[src/rtl/ds_openhpsdr1_depack.sv]
// ds_openhpsdr1_depack
// Byte-serial parser for the OpenHPSDR protocol-1 downstream (PC->card)
// stream. It recognises start/stop packets and EP2 data packets, then splits
// each EP2 frame into command words, L/R audio samples and TX I/Q samples.
//
// Handshakes: a byte moves on ds_stream, and a sample moves on tx_*, on a
// rising clk edge where both valid and ready are 1. A producer keeps valid
// and data stable until that edge. lr_tvalid and cmd_rqst are one-cycle strobes
// and have no ready. The input stalls only while a TX sample waits for the
// downstream, so a new sample can never overwrite one that has not been taken.
module ds_openhpsdr1_depack #(
    parameter int SEQ_CHECK = 1
) (
    input  logic        clk,
    input  logic        rst_n,
    input  logic [7:0]  ds_stream,
    input  logic        ds_stream_valid,
    output logic        ds_stream_ready,
    output logic [31:0] tx_tdata,
    output logic        tx_tvalid,
    input  logic        tx_tready,
    output logic [31:0] lr_tdata,
    output logic        lr_tvalid,
    output logic [5:0]  cmd_addr,
    output logic [31:0] cmd_data,
    output logic        cmd_rqst,
    output logic        ptt,
    output logic        run,
    output logic        wide_spectrum,
    output logic        seq_err,
    output logic        sync_err,
    output logic [3:0]  dbg_state
);

    localparam logic [3:0] S_HUNT0     = 4'd0;
    localparam logic [3:0] S_HUNT1     = 4'd1;
    localparam logic [3:0] S_TYPE      = 4'd2;
    localparam logic [3:0] S_EP        = 4'd3;
    localparam logic [3:0] S_SEQ       = 4'd4;
    localparam logic [3:0] S_SYNC      = 4'd5;
    localparam logic [3:0] S_CC        = 4'd6;
    localparam logic [3:0] S_AUDIO     = 4'd7;
    localparam logic [3:0] S_IQ        = 4'd8;
    localparam logic [3:0] S_STARTSTOP = 4'd9;

    logic [3:0]  state_q, state_d;
    logic [5:0]  cnt_q, cnt_d;        // byte index inside the current field
    logic [5:0]  smp_q, smp_d;        // sample index inside a frame, 0..62
    logic        frame_q, frame_d;    // 0 = first 512-byte frame, 1 = second
    logic [23:0] buf_q, buf_d;        // last three accepted bytes
    logic [6:0]  c0_q, c0_d;          // C0[6:0] held until C4 arrives
    logic [31:0] exp_q, exp_d;        // next expected EP2 sequence number
    logic        first_q, first_d;    // next EP2 sequence is taken unchecked
    logic [31:0] tx_data_q, tx_data_d;
    logic        tx_valid_q, tx_valid_d;
    logic [31:0] lr_data_q, lr_data_d;
    logic        lr_valid_q, lr_valid_d;
    logic [5:0]  cmd_addr_q, cmd_addr_d;
    logic [31:0] cmd_data_q, cmd_data_d;
    logic        cmd_rqst_q, cmd_rqst_d;
    logic        ptt_q, ptt_d;
    logic        run_q, run_d;
    logic        wide_q, wide_d;
    logic        seq_err_q, seq_err_d;
    logic        sync_err_q, sync_err_d;

    logic        acc;
    logic [31:0] word;

    assign ds_stream_ready = ~(tx_valid_q & ~tx_tready);
    assign acc             = ds_stream_valid & ds_stream_ready;
    // Big-endian 32-bit word completed by the byte being accepted now.
    assign word            = {buf_q, ds_stream};

    // Next-state and output-register logic; state moves only on accepted bytes.
    always_comb begin
        state_d    = state_q;
        cnt_d      = cnt_q;
        smp_d      = smp_q;
        frame_d    = frame_q;
        buf_d      = buf_q;
        c0_d       = c0_q;
        exp_d      = exp_q;
        first_d    = first_q;
        tx_data_d  = tx_data_q;
        tx_valid_d = tx_valid_q;
        lr_data_d  = lr_data_q;
        lr_valid_d = 1'b0;
        cmd_addr_d = cmd_addr_q;
        cmd_data_d = cmd_data_q;
        cmd_rqst_d = 1'b0;
        ptt_d      = ptt_q;
        run_d      = run_q;
        wide_d     = wide_q;
        seq_err_d  = 1'b0;
        sync_err_d = 1'b0;

        if (tx_valid_q && tx_tready) begin
            tx_valid_d = 1'b0;
        end

        if (acc) begin
            buf_d = {buf_q[15:0], ds_stream};
            case (state_q)
                S_HUNT0: begin
                    if (ds_stream == 8'hEF) state_d = S_HUNT1;
                end
                S_HUNT1: begin
                    // A repeated 0xEF restarts the header match in place.
                    if (ds_stream == 8'hFE)      state_d = S_TYPE;
                    else if (ds_stream == 8'hEF) state_d = S_HUNT1;
                    else                         state_d = S_HUNT0;
                end
                S_TYPE: begin
                    if (ds_stream == 8'h01) begin
                        state_d = S_EP;
                    end else if (ds_stream == 8'h04) begin
                        state_d = S_STARTSTOP;
                        cnt_d   = 6'd60;
                    end else begin
                        state_d = S_HUNT0;
                    end
                end
                S_EP: begin
                    cnt_d   = 6'd0;
                    state_d = (ds_stream == 8'h02) ? S_SEQ : S_HUNT0;
                end
                S_SEQ: begin
                    if (cnt_q == 6'd3) begin
                        if ((SEQ_CHECK != 0) && !first_q && (word != exp_q)) begin
                            seq_err_d = 1'b1;
                        end
                        exp_d   = word + 32'd1;
                        first_d = 1'b0;
                        frame_d = 1'b0;
                        cnt_d   = 6'd0;
                        state_d = S_SYNC;
                    end else begin
                        cnt_d = cnt_q + 6'd1;
                    end
                end
                S_SYNC: begin
                    if (ds_stream != 8'h7F) begin
                        sync_err_d = 1'b1;
                        cnt_d      = 6'd0;
                        state_d    = S_HUNT0;
                    end else if (cnt_q == 6'd2) begin
                        cnt_d   = 6'd0;
                        state_d = S_CC;
                    end else begin
                        cnt_d = cnt_q + 6'd1;
                    end
                end
                S_CC: begin
                    if (cnt_q == 6'd0) c0_d = ds_stream[6:0];
                    if (cnt_q == 6'd4) begin
                        cmd_addr_d = c0_q[6:1];
                        cmd_data_d = word;
                        ptt_d      = c0_q[0];
                        cmd_rqst_d = 1'b1;
                        cnt_d      = 6'd0;
                        smp_d      = 6'd0;
                        state_d    = S_AUDIO;
                    end else begin
                        cnt_d = cnt_q + 6'd1;
                    end
                end
                S_AUDIO: begin
                    if (cnt_q == 6'd3) begin
                        lr_data_d  = word;
                        lr_valid_d = 1'b1;
                        cnt_d      = 6'd0;
                        state_d    = S_IQ;
                    end else begin
                        cnt_d = cnt_q + 6'd1;
                    end
                end
                S_IQ: begin
                    if (cnt_q == 6'd3) begin
                        tx_data_d  = word;
                        tx_valid_d = 1'b1;
                        cnt_d      = 6'd0;
                        if (smp_q == 6'd62) begin
                            smp_d = 6'd0;
                            if (!frame_q) begin
                                frame_d = 1'b1;
                                state_d = S_SYNC;
                            end else begin
                                state_d = S_HUNT0;
                            end
                        end else begin
                            smp_d   = smp_q + 6'd1;
                            state_d = S_AUDIO;
                        end
                    end else begin
                        cnt_d = cnt_q + 6'd1;
                    end
                end
                S_STARTSTOP: begin
                    // cnt counts the bytes still to consume, first byte at 60.
                    if (cnt_q == 6'd60) begin
                        run_d  = ds_stream[0];
                        wide_d = ds_stream[1];
                        if (ds_stream[0] && !run_q) first_d = 1'b1;
                    end
                    if (cnt_q == 6'd1) begin
                        cnt_d   = 6'd0;
                        state_d = S_HUNT0;
                    end else begin
                        cnt_d = cnt_q - 6'd1;
                    end
                end
                default: begin
                    cnt_d   = 6'd0;
                    state_d = S_HUNT0;
                end
            endcase
        end
    end

    // State and output registers with synchronous active-low reset.
    always_ff @(posedge clk) begin
        if (!rst_n) begin
            state_q    <= S_HUNT0;
            cnt_q      <= 6'd0;
            smp_q      <= 6'd0;
            frame_q    <= 1'b0;
            buf_q      <= 24'd0;
            c0_q       <= 7'd0;
            exp_q      <= 32'd0;
            first_q    <= 1'b1;
            tx_data_q  <= 32'd0;
            tx_valid_q <= 1'b0;
            lr_data_q  <= 32'd0;
            lr_valid_q <= 1'b0;
            cmd_addr_q <= 6'd0;
            cmd_data_q <= 32'd0;
            cmd_rqst_q <= 1'b0;
            ptt_q      <= 1'b0;
            run_q      <= 1'b0;
            wide_q     <= 1'b0;
            seq_err_q  <= 1'b0;
            sync_err_q <= 1'b0;
        end else begin
            state_q    <= state_d;
            cnt_q      <= cnt_d;
            smp_q      <= smp_d;
            frame_q    <= frame_d;
            buf_q      <= buf_d;
            c0_q       <= c0_d;
            exp_q      <= exp_d;
            first_q    <= first_d;
            tx_data_q  <= tx_data_d;
            tx_valid_q <= tx_valid_d;
            lr_data_q  <= lr_data_d;
            lr_valid_q <= lr_valid_d;
            cmd_addr_q <= cmd_addr_d;
            cmd_data_q <= cmd_data_d;
            cmd_rqst_q <= cmd_rqst_d;
            ptt_q      <= ptt_d;
            run_q      <= run_d;
            wide_q     <= wide_d;
            seq_err_q  <= seq_err_d;
            sync_err_q <= sync_err_d;
        end
    end

    assign tx_tdata      = tx_data_q;
    assign tx_tvalid     = tx_valid_q;
    assign lr_tdata      = lr_data_q;
    assign lr_tvalid     = lr_valid_q;
    assign cmd_addr      = cmd_addr_q;
    assign cmd_data      = cmd_data_q;
    assign cmd_rqst      = cmd_rqst_q;
    assign ptt           = ptt_q;
    assign run           = run_q;
    assign wide_spectrum = wide_q;
    assign seq_err       = seq_err_q;
    assign sync_err      = sync_err_q;
    assign dbg_state     = state_q;

endmodule

[config.mk]
export PLATFORM = sky130hd
export DESIGN_NAME = ds_openhpsdr1_depack
export DESIGN_NICKNAME = d
export VERILOG_FILES = /design/src/rtl/ds_openhpsdr1_depack.sv
export SDC_FILE = /design/constraint.sdc
export NUM_CORES = 1
export LEC_CHECK = 0
export ABC_AREA = 1
export CORE_MARGIN = 5
export CORE_UTILIZATION = 45
export DETAILED_ROUTE_END_ITERATION = 6
export PLACE_DENSITY = 0.71
export SETUP_SLACK_MARGIN = 0.02
export SYNTH_ARGS = -nofsm -noshare
export SYNTH_HDL_FRONTEND = slang
export SYNTH_SLANG_ARGS = --single-unit
[constraint.sdc]
create_clock -name clk -period 1.68 [get_ports clk]
set_input_delay 0.336 -clock clk [delete_from_list [all_inputs] [get_ports clk]]
set_output_delay 0.336 -clock clk [all_outputs]
set_load 0.02 [all_outputs]
# Word level (Yosys, flattened, before mapping)
# Cells that the tools add are included.
# totals
reg_bits	191
in_bits	12
out_inout_bits	115
word_cells	133
# classes
addsub	4
n_eq_ne	34
muxes	43
bitwise_logic	5
n_reduce_logical	27
# ops
operator	n
two-way mux 6 bit	10
two-way mux 4 bit	11
one-hot mux 4 bit (10 select lines)	1
one-hot mux 6 bit (6 select lines)	1
adder 32 x 1 -> 32 bit (second input constant)	1
!= test 32 bit	1
AND reduction 3 bit	9
!= test 2 bit (second input constant)	11
equality test 4 x 3 -> 1 bit (second input constant)	4
equality test 8 bit (second input constant)	2
two-way mux 1 bit	14
adder 6 x 1 -> 6 bit (second input constant)	2
equality test 6 x 2 -> 1 bit (second input constant)	2
equality test 6 bit (second input constant)	2
one-hot mux 6 bit (2 select lines)	1
AND reduction 4 bit	3
AND reduction 5 bit	2
equality test 4 x 2 -> 1 bit (second input constant)	2
equality test 4 bit (second input constant)	2
equality test 8 x 1 -> 1 bit (second input constant)	1
equality test 8 x 2 -> 1 bit (second input constant)	1
equality test 8 x 3 -> 1 bit (second input constant)	1
!= test 8 x 7 -> 1 bit (second input constant)	1
AND reduction 8 bit	1
17 further kinds	27

# Depth between registers and ports, before layout
# logic_depth
word_depth	5
mapped_depth	11
ltp_nobuf	11

# Least setup slack after synthesis
# OpenSTA, ideal clock, no wires.
# synth_timing
path_type	register to register
start	register tx_valid_q, in the netlist tx_tvalid
end	register exp_q[16]
setup_ps	116
arrival_time_ps	1563
t_required_ps	1564
setup_slack_ps	1
stages_incl_launch_ff	10
n_path_buf	2
synth_period_minus_slack_ps	1679
path_cell_list	dfxtp_1 > nand2_1 > nand2_2 > nor2_8 > nand2_4 > inv_2 > buf_6 > buf_6 > o211ai_1 > inv_1
# synth_via
elab_chain_cells	4
# synth_lines
element	line_no	source
start: declaration	55	logic tx_valid_q, tx_valid_d;
start signal: assignment	254	tx_valid_q <= tx_valid_d;
AND 1 bit	70	assign ds_stream_ready = ~(tx_valid_q & ~tx_tready);
NOT 1 bit	70	
via ds_stream_ready	18	output logic ds_stream_ready,
AND 1 bit	71	assign acc = ds_stream_valid & ds_stream_ready;
AND reduction 3 bit (no line)	-	
end signal: assignment	251	exp_q <= exp_d;
end: declaration	52	logic [31:0] exp_q, exp_d;
# The timed path passes the listed nets, and every way through them passes these cells.
# A chain may end at the register's enable or synchronous reset.

# Worst setup path after layout
# layout_timing
start	register cnt_q[0]
end	register cmd_data_q[19], in the netlist cmd_data[19]
# layout_via
elab_chain_cells	2
# layout_lines
element	line_no	source
start: declaration	47	logic [5:0] cnt_q, cnt_d;
start signal: assignment	246	cnt_q <= cnt_d;
equality test 6 x 3 -> 1 bit	156	if (cnt_q == 6'd4) begin
AND reduction 3 bit (no line)	-	
end signal: assignment	258	cmd_data_q <= cmd_data_d;
end: declaration	59	logic [31:0] cmd_data_q, cmd_data_d;
# Every way passes these cells.

==> results by stage <==
Placed design:
- Input and output buffers added on the ports amount to roughly 130.
- The number of placed instances, taps included, is approximately 1,600.
- The placed instance area is 11,100 um^2.
- The routability congestion estimate is 0.972.
- The detailed-placement wirelength estimate is 19.9 mm.
- The post-place setup slack is -0.617 ns.

Hold path:
- The worst min-delay path startpoint is ds_stream[7].
- The worst hold path passes through 3 cells.
- The type of the tightest min-delay check is in2reg.
- The path with the worst hold slack has its endpoint at lr_tdata[7]$_SDFFE_PN0P_.

Pwr:
- The reported leakage power is 5.35 nW.
- After layout, the design draws a total of approximately 9.4 mW.
- Dividing total power by cell area gives a power density of between 700 and 800 nW/um^2.
- The worst-case IR drop observed on VDD is about 0.75 mV.

Die:
- For this configuration, the core starts out at a cell density of 0.461.
- The die is around 150 um wide.
- The number of placement rows is 50.
- The die covers between 20,000 and 25,000 um^2.
- Measured along the y axis, the die boundary spans 149 um.
- The area of the core region is 18,800 um^2.
- The count of pins on the block boundary is ~130.

Flow run:
- Across the run, the number of max-cap violations was 0.

Timing:
- The final-layout setup total negative slack is -1.08 ns.
- The final setup slack of the worst path is -0.154 ns.
- The final period utilization is 1.09.
- Derived from the worst setup path, the maximum achievable clock frequency is about 0.55 GHz.
- Final hold analysis gives a worst-case slack of ~0.30 ns.
- The final-report hold violation count is 0.
- The post-layout minimum cycle time is about 1.8 ns.
- The worst setup skew after layout is 0.0149 ns.
- The slew at the pin with the worst max-slew slack is around 0.46 ns.
- The number of max-slew violations in the final report came to 0.
- Setup violations remaining at the end of the flow were counted as 17.
- The worst pin sits at a relative slew slack of 0.690.
- Setup repair after global routing could not meet its margin everywhere.

Final layout:
- The post-route non-filler standard cell count is 1,670.
- The antenna cell count is 0.
- The library cell used most frequently in the layout, excluding fill and tap cells, is sky130_fd_sc_hd__nand2_1.
- The post-route cell area is around 12,000 um^2.
- The share of layout cells above drive strength 1 is 0.230.
- For this run, the share of the core covered by cells in the final layout is 0.656.
- The final layout contains between 1,000 and 1,500 nets.
- The relative area change from synthesis to final layout is 42.2%.
- The top cell types in the final layout, fill and taps aside, are sky130_fd_sc_hd__nand2_1 (183), sky130_fd_sc_hd__dfxtp_1 (173), sky130_fd_sc_hd__buf_4 (134).

Global routing:
- The number of global-route vias before repair is just over 8,000.
- The initial antenna violation count was 0.
- The first global-routing pass estimated 43.6 mm of wire.
- Entering global routing, the biggest net connects between 40 and 50 pins.
- The sum of overflow across all layers after global routing is 0.
- Across every metal layer, demand over resource in global routing totals 0.245.

Synth:
- After technology mapping, the gate count stands at between 1,000 and 1,500.
- By area the synthesized netlist is led by sky130_fd_sc_hd__dfxtp_1 (44%), sky130_fd_sc_hd__nand2_1 (8.2%), sky130_fd_sc_hd__a21oi_1 (7.7%), sky130_fd_sc_hd__o21ai_0 (5.1%), sky130_fd_sc_hd__nor2_1 (4.7%).
- The fraction of the yosys area taken by sequential cells is 0.440.
- The count of warnings emitted by yosys is 0.
- The top cell type's share of synthesized area is 0.440.
- The netlist uses 42 different library cells.
- The largest area contributor in the synthesized netlist is sky130_fd_sc_hd__dfxtp_1.
- Synthesis inferred 191 register bits.
- The average instance in the mapped netlist occupies approximately 7.5 um^2.
- The mapped netlist covers 8690 um^2.
- The total nets after synthesis is roughly 1,200.

Setup path:
- STA puts the critical path data required time at slightly above 2 ns.
- The number of cells on the worst reg-to-reg path is 10.
- The category of the critical setup timing path is reg2reg.
- For this run, the slowest stage of the critical path takes roughly 0.37 ns.
- Together, buffers and inverters on the worst path number 5.
- The family with the most delay on the worst path is buffers and inverters.
- STA classifies the critical path startpoint as a flip-flop.
- At the worst endpoint, the arrival time is approximately 2.2 ns.
- The category of the worst setup path capture point is a flip-flop.
- The launch point of the worst reg-to-reg path is cnt_q[0]$_SDFFE_PN0P_.
- Across all register-to-register paths, the minimum setup slack is -0.15 ns.
- The maximum fanout count along the critical path is 7.
- For this design, the slowest cell found on the critical path is sky130_fd_sc_hd__dfxtp_4.
- The worst register-to-register path ends at cmd_data[19]$_SDFFE_PN0P_.
- Traced cell by cell, the critical path runs through inv_4, ha_4, nand4_1, buf_4, nor3_4, buf_6, clkbuf_16, buf_8, nor2_1, a211oi_1.
- The most critical setup path has its startpoint at cnt_q[0]$_SDFFE_PN0P_.

Detailed routing:
- The number of detailed-routing iterations run before antenna repair is 5.
- The detail-routed net length per standard cell is roughly 17 um.
- The wire length reported by the detailed router is about 29 mm.
- The initial DRC count is 866.
- The DRC violation count after routing is 0.
- Using the TritonRoute via totals, the vias-per-cell ratio works out to roughly 5.4.
- The count of nets left with antenna violations once routing finished came out at 0.
- The routed layout has approximately 9,100 vias.

Clocking:
- The total clock buffers created by CTS is 17.
- The root buffer cell is sky130_fd_sc_hd__clkbuf_16.
- The later pin in the worst-skew pair is clocked with a latency of ~0.44 ns.
- Buffers inserted to repair hold after CTS numbered 0.
- Clock tree synthesis found a total of 191 sinks.
- The clock edge transition at the registers on the reported setup and hold paths is 0.07 ns.
- CTS built an H-tree with a depth of 4.
- The clock tree buffer depth is 2.
- The TritonCTS clock tree is yes.

Run status:
- The final reports fail on setup timing.
- The flow ran to the end, but the final reports show violations.
[layer usage]
layer | up-vias | global-route usage | share of wire
met3 | 64 | 0.0571 | 0.084
met5 | - | 0 | 0
met2 | 416 | 0.367 | 0.44
met1 | 4225 | 0.350 | 0.45
li1 | 4363 | - | -
met4 | 0 | 0.0755 | 0.024
[Yosys cell counts (all sizes together)]
library cell and instances:
nand2 193, dfxtp 191, a21oi 135, nor2 115
inv 97, o21ai 93, nand3 81, a211oi 39
clkbuf 38, buf 31, xnor2 30, nand4 25
nor3 21, xor2 19, ha 11, o21a 9
o211ai 6, or2 5, nor3b 4, a31oi 3
o21bai 2, and3 1, clkinv 1, nand2b 1
nor4 1, o211a 1, o221ai 1, o22ai 1
[worst min-delay path, cell delays in order]
cell and delay (ns):
sky130_fd_sc_hd__dlymetal6s2s_1 0.18, sky130_fd_sc_hd__nand3_1 0.11, sky130_fd_sc_hd__a21oi_1 0.06
[kinds of logic after synthesis]
| kind of cell | count (synthesis) | share of synthesized area |
|---|---|---|
| buffers and inverters | 167 | 0.0814 |
| xor gates and xnor gates | 49 | 0.0494 |
| and+or+nand+nor | 447 | 0.228 |
| adders and majority gates | 11 | 0.0158 |
| DFF | 191 | 0.440 |
| AOI/OAI and AO/OA | 290 | 0.185 |
[where the power goes]
| part | switching (mW) | internal [mW] | leakage, nW |
|---|---|---|---|
| sequential | 0.0835 | 4.57 | 1.55 |
| clock | 1.93 | 1.94 | 0.271 |
| combinational | 0.527 | 0.323 | 3.53 |
[how the worst max path moves through the flow]
stage,endpoint,slack (ns),cells after the start
floorplan,cmd_data[16]$_SDFFE_PN0P_,0.02,7
global placement,exp_q[17]$_SDFFE_PN0P_,-0.60,10
detailed placement,exp_q[17]$_SDFFE_PN0P_,-0.62,10
CTS,cmd_data[5]$_SDFFE_PN0P_,0.0006,9
global route,cmd_data[19]$_SDFFE_PN0P_,-0.24,10
finish,cmd_data[19]$_SDFFE_PN0P_,-0.15,10
[area by class of cell]
type                            instances  area (um^2)
Timing Repair Buffer                  292         2680
Fill cell                            1611         6480
Sequential cell                       191         3850
Multi-Input combinational cell        797         4550
Clock buffer                           17          425
Tap cell                              260          325
Inverter                               98          385
Clock inverter                         15          126
[registers in the layout (all words and copies together) (netlist names), 4 cells and up]
register   flops
cmd_data      32
exp_q         32
lr_tdata      32
tx_tdata      32
buf_q         24
c0_q           7
cmd_addr       6
cnt_q          6
smp_q          6
dbg_state      4
[timing repair]
item	4_1_cts	5_1_grt
endpoints found under the setup margin	192	154
pin swaps	2	24
cloned	1	6
hold endpoints to repair	0	0
resized for setup	142	134
setup buffers	3	12
No activity file was read; power rests on OpenSTA's default activity.
